`src/rtl/alu_operand_collector.sv`:
```
// ALU input stage: pairs operands arriving over one or two beats and issues them with a
// one-cycle OP_VALID strobe, or ERR on a missing-operand timeout or operand mismatch.
module alu_operand_collector #(
    parameter int unsigned N       = 8,
    parameter int unsigned M       = 4,
    parameter int unsigned TIMEOUT = 16
) (
    input  logic         CLK,
    input  logic         RST,
    input  logic         CE,
    input  logic [1:0]   INP_VALID,
    input  logic         MODE,
    input  logic [M-1:0] CMD,
    input  logic         CIN,
    input  logic [N-1:0] OPA,
    input  logic [N-1:0] OPB,
    output logic         OP_VALID,
    output logic [N-1:0] OPA_Q,
    output logic [N-1:0] OPB_Q,
    output logic [M-1:0] CMD_Q,
    output logic         MODE_Q,
    output logic         CIN_Q,
    output logic         ERR,
    output logic         BUSY
);

    typedef enum logic [1:0] {StIdle, StWaitA, StWaitB} state_e;

    // Counter value seen on the last permitted wait cycle.
    localparam logic [4:0] LastWait = 5'(TIMEOUT - 1);

    state_e         state_q, state_d;
    logic [4:0]     cnt_q, cnt_d;
    logic [N-1:0]   opa_d, opb_d;
    logic [M-1:0]   cmd_d;
    logic           mode_d, cin_d, op_valid_d, err_d;
    logic           a_only, b_only;

    always_comb begin
        a_only = 1'b0;
        b_only = 1'b0;
        if (MODE) begin
            a_only = (CMD == M'(4)) || (CMD == M'(5));
            b_only = (CMD == M'(6)) || (CMD == M'(7));
        end else begin
            a_only = (CMD == M'(6)) || (CMD == M'(8)) || (CMD == M'(9));
            b_only = (CMD == M'(7)) || (CMD == M'(10)) || (CMD == M'(11));
        end
    end

    always_comb begin
        state_d    = state_q;
        cnt_d      = cnt_q;
        opa_d      = OPA_Q;
        opb_d      = OPB_Q;
        cmd_d      = CMD_Q;
        mode_d     = MODE_Q;
        cin_d      = CIN_Q;
        op_valid_d = 1'b0;
        err_d      = 1'b0;

        case (state_q)
            StIdle: begin
                case (INP_VALID)
                    2'b11: begin
                        opa_d      = OPA;
                        opb_d      = OPB;
                        cmd_d      = CMD;
                        mode_d     = MODE;
                        cin_d      = CIN;
                        op_valid_d = 1'b1;
                    end
                    2'b01: begin
                        if (b_only) begin
                            err_d = 1'b1;
                        end else begin
                            opa_d  = OPA;
                            cmd_d  = CMD;
                            mode_d = MODE;
                            cin_d  = CIN;
                            if (a_only) begin
                                op_valid_d = 1'b1;
                            end else begin
                                state_d = StWaitB;
                                cnt_d   = '0;
                            end
                        end
                    end
                    2'b10: begin
                        if (a_only) begin
                            err_d = 1'b1;
                        end else begin
                            opb_d  = OPB;
                            cmd_d  = CMD;
                            mode_d = MODE;
                            cin_d  = CIN;
                            if (b_only) begin
                                op_valid_d = 1'b1;
                            end else begin
                                state_d = StWaitA;
                                cnt_d   = '0;
                            end
                        end
                    end
                    default: ;
                endcase
            end
            StWaitB: begin
                if (INP_VALID[1]) begin
                    opb_d      = OPB;
                    op_valid_d = 1'b1;
                    state_d    = StIdle;
                end else if (cnt_q == LastWait) begin
                    err_d   = 1'b1;
                    state_d = StIdle;
                end else begin
                    cnt_d = cnt_q + 5'd1;
                end
            end
            StWaitA: begin
                if (INP_VALID[0]) begin
                    opa_d      = OPA;
                    op_valid_d = 1'b1;
                    state_d    = StIdle;
                end else if (cnt_q == LastWait) begin
                    err_d   = 1'b1;
                    state_d = StIdle;
                end else begin
                    cnt_d = cnt_q + 5'd1;
                end
            end
            default: state_d = StIdle;
        endcase
    end

    always_ff @(posedge CLK or posedge RST) begin
        if (RST) begin
            state_q  <= StIdle;
            cnt_q    <= '0;
            OPA_Q    <= '0;
            OPB_Q    <= '0;
            CMD_Q    <= '0;
            MODE_Q   <= 1'b0;
            CIN_Q    <= 1'b0;
            OP_VALID <= 1'b0;
            ERR      <= 1'b0;
            BUSY     <= 1'b0;
        end else if (CE) begin
            state_q  <= state_d;
            cnt_q    <= cnt_d;
            OPA_Q    <= opa_d;
            OPB_Q    <= opb_d;
            CMD_Q    <= cmd_d;
            MODE_Q   <= mode_d;
            CIN_Q    <= cin_d;
            OP_VALID <= op_valid_d;
            ERR      <= err_d;
            BUSY     <= (state_d != StIdle);
        end
    end

endmodule

```
`config.mk`:
```
export PLATFORM = sky130hd
export DESIGN_NAME = alu_operand_collector
export DESIGN_NICKNAME = d
export VERILOG_FILES = /design/src/rtl/alu_operand_collector.sv
export SDC_FILE = /design/constraint.sdc
export NUM_CORES = 1
export LEC_CHECK = 0
export CORE_AREA = 10 10 94 96
export CTS_CLUSTER_SIZE = 8
export DETAILED_ROUTE_END_ITERATION = 10
export DIE_AREA = 0 0 104 106
export PLACE_DENSITY_LB_ADDON = 0.15
export SLEW_MARGIN = 20
export SYNTH_ARGS = -nofsm -noshare
export SYNTH_HDL_FRONTEND = slang
export SYNTH_SLANG_ARGS = --single-unit
export TNS_END_PERCENT = 50
```
`constraint.sdc`:
```
create_clock -name CLK -period 3.75 [get_ports CLK]
set_clock_uncertainty 0.1 [all_clocks]
set_input_delay 0.5625 -clock CLK [delete_from_list [all_inputs] [get_ports CLK]]
set_output_delay 0.5625 -clock CLK [all_outputs]
set_load 0.02 [all_outputs]
```
==> results.toml <==
[clocking]
clkSinkCount = 32
cts.htree.levels = 2
cts_made_buffers = 5
cts.path.max_buffers = 2
holdBufCountCts = 0
tritoncts = "built"
clkLatencyLatePin_ns = 0.29
cts_resized = 0
cts.clk_slew.worst_paths_ns = 0.08
post_cts_buffers = 0
cts-root-buf = "clkbuf_8"

[die]
die_area_um2 = 11000
die_w_um = 104
die_h_um = 106
start_util_pct = 26.7
boundaryPins = 52
rows = 31
core_um2 = 7060

[cells_and_area]
layout-area-overhead-vs-synth_pct = 38.8
layout_commonest_cell = "clkdlybuf4s50_1"
final_cells = 312
postLayoutCoreUtil_pct = 37.1
final_cell_mix = "clkdlybuf4s50_1 (51), dfrtp_1 (32), mux2_4 (15)"
n_fill_cell = 708
design_area_um2 = 2620
drive_gt1_share_pct = 18.3
antenna_cells = 0
nets = 249

[logic_synthesis]
yosysUniqueCellTypes = 50
syn_avg_cell_area_um2 = 12.0
yosysSeqAreaShare_pct = 42.5
synthArstFlopShare_pct = 100
netlist_area_um2 = 1890
yosysWarnings = 0
synth.ff_latch_count = 32
syn_nets = 194
syn_inst = 157
synth_edf_count = 0
synth_flop_cell = "dfrtp_1"

[sta]
rsz0062_at_grt = "no"
maxSlewHeadroom_pct = 68.3
finalCriticalPeriod_ns = 2.51
period_share_pct = 67.0
finalSetupViolCount = 0
whs_ns = 0.388
worstMarginPinSlew_ns = 0.475
finalHoldViolations = 0
fin_setup_tns_ns = 0
drv_slew = 0
timing.fmax_mhz = 398

[pwr]
ir_drop_mv = 0.190
power_density_nw_per_um2 = 738
p_leak_uw = 0.00110

[flow_run]
max_cap_violations = 0

[critical_path]
r2r-start = "state_q[0]"
critical_path.max_fanout = 9
crit_arrival_ns = 2.59
worstRegToRegCells = 7
critPathLaunch = "INP_VALID[0]"
cp-start-kind = "input port"
r2r_slack_ns = 1.33
crit-reg2reg-capture = "OPB_Q[6]"
cp.required_ns = 3.83
critical_path_class = "input port to flip-flop"
cp-end-kind = "flip-flop"

[route]
drtIter0Drc = 48
finalWirelength_um = 4730
ant_nets = 0
drc = 0
vias_per_cell = 4.39
firstDrtPassIters = 4
wl_per_cell_um = 15.2
vias = 1370

[global_route]
antenna_found_initial = 0
first_global_vias = 1463
grt_usage_pct = 8.85
grt_pass1_wl_um = 7950
grt-ovfl-total = 0
grt_start_max_net_pins = 33

[status]
status = "complete, no violations"

[placement]
dpl.hpwl_um = 3600
dpl.cell_count = 304
placed_area_um2 = 2510
routabilityCongestion = 0.735
portBuffers = 51

[hold_path]
hp-class = "flip-flop to flip-flop"
holdPathEnd = "OPA_Q[3]"
hold_start = "OPA_Q[3]"
worstHoldPathCells = 1
## registers in the layout (all words and copies together), names as in the netlist, 2 cells and up
register / cells
OPA_Q: 8
state_q: 2
cnt_q: 5
OPB_Q: 8
CMD_Q: 4
## cells in the mapped netlist (2+ instances only)
master	instances	area share [%]
mux2_1	8	4.8
dfrtp_1	32	42
buf_2	2	0.53
nand2b_1	10	3.3
nand2_1	13	2.6
mux2i_1	3	1.6
mux2_4	15	12
nor2_1	4	0.80
o21ai_0	4	1.1
o22ai_1	2	0.66
nand3_1	2	0.53
ha_1	10	6.6
a21oi_1	7	1.9
nor2b_1	3	1.0
inv_1	7	1.4
## kinds of logic (layout without fill, tap and decap cells)
group / count (synthesis) / after routing / share of synthesized area (%)
simple gates: 43 / 43 / 13.5
flops: 32 / 32 / 42.5
mux: 26 / 26 / 18.3
compound gates: 34 / 34 / 16.4
buf+inv: 12 / 68 / 2.72
fa+ha+maj: 10 / 10 / 6.64
## worst max-delay path by stage
stage,endpoint,cells past startpoint
after floorplan,cnt_q[0],6
after global placement,cnt_q[3],7
after detailed placement,cnt_q[3],7
after CTS,cnt_q[3],7
after global routing,cnt_q[0],7
final,cnt_q[3],7
## cell type report
type	instances	area, µm²	area share (%)
Multi-Input combinational cell	113	1030	39.5
Sequential cell	32	801	30.6
Timing Repair Buffer	52	518	19.8
Tap cell	99	124	4.73
Clock buffer	5	68.8	2.63
Clock inverter	3	42.5	1.63
Inverter	8	30.0	1.15
## per-stage QoR
step | total power, µW | setup slack (ns)
6_report | 1930 | 1.24
3_5_place_dp | 1610 | 0.961
3_3_place_gp | 1620 | 0.984
5_1_grt | 2050 | 1.11
2_1_floorplan | 1200 | 1.63
4_1_cts | 1960 | 1.26
## routing by layer
layer	vias up	track usage, %	wire (µm)
met5	-	0	0
met4	0	3.88	94
met3	8	2.90	222
met2	33	14.4	2270
met1	648	10.5	2140
li1	681	-	-
## worst max-delay path: stages
cell and delay [ns]:
clkdlybuf4s50_1 0.57, inv_1 0.09, ha_1 0.32, nor2_1 0.17
and4b_1 0.28, a2111o_1 0.40, a22o_1 0.19
## where the power goes
part / internal [µW] / switching, µW
clock: 197 / 141
sequential: 494 / 85.3
combinational: 524 / 490
Note: power is estimated with default switching activity, not from simulation.
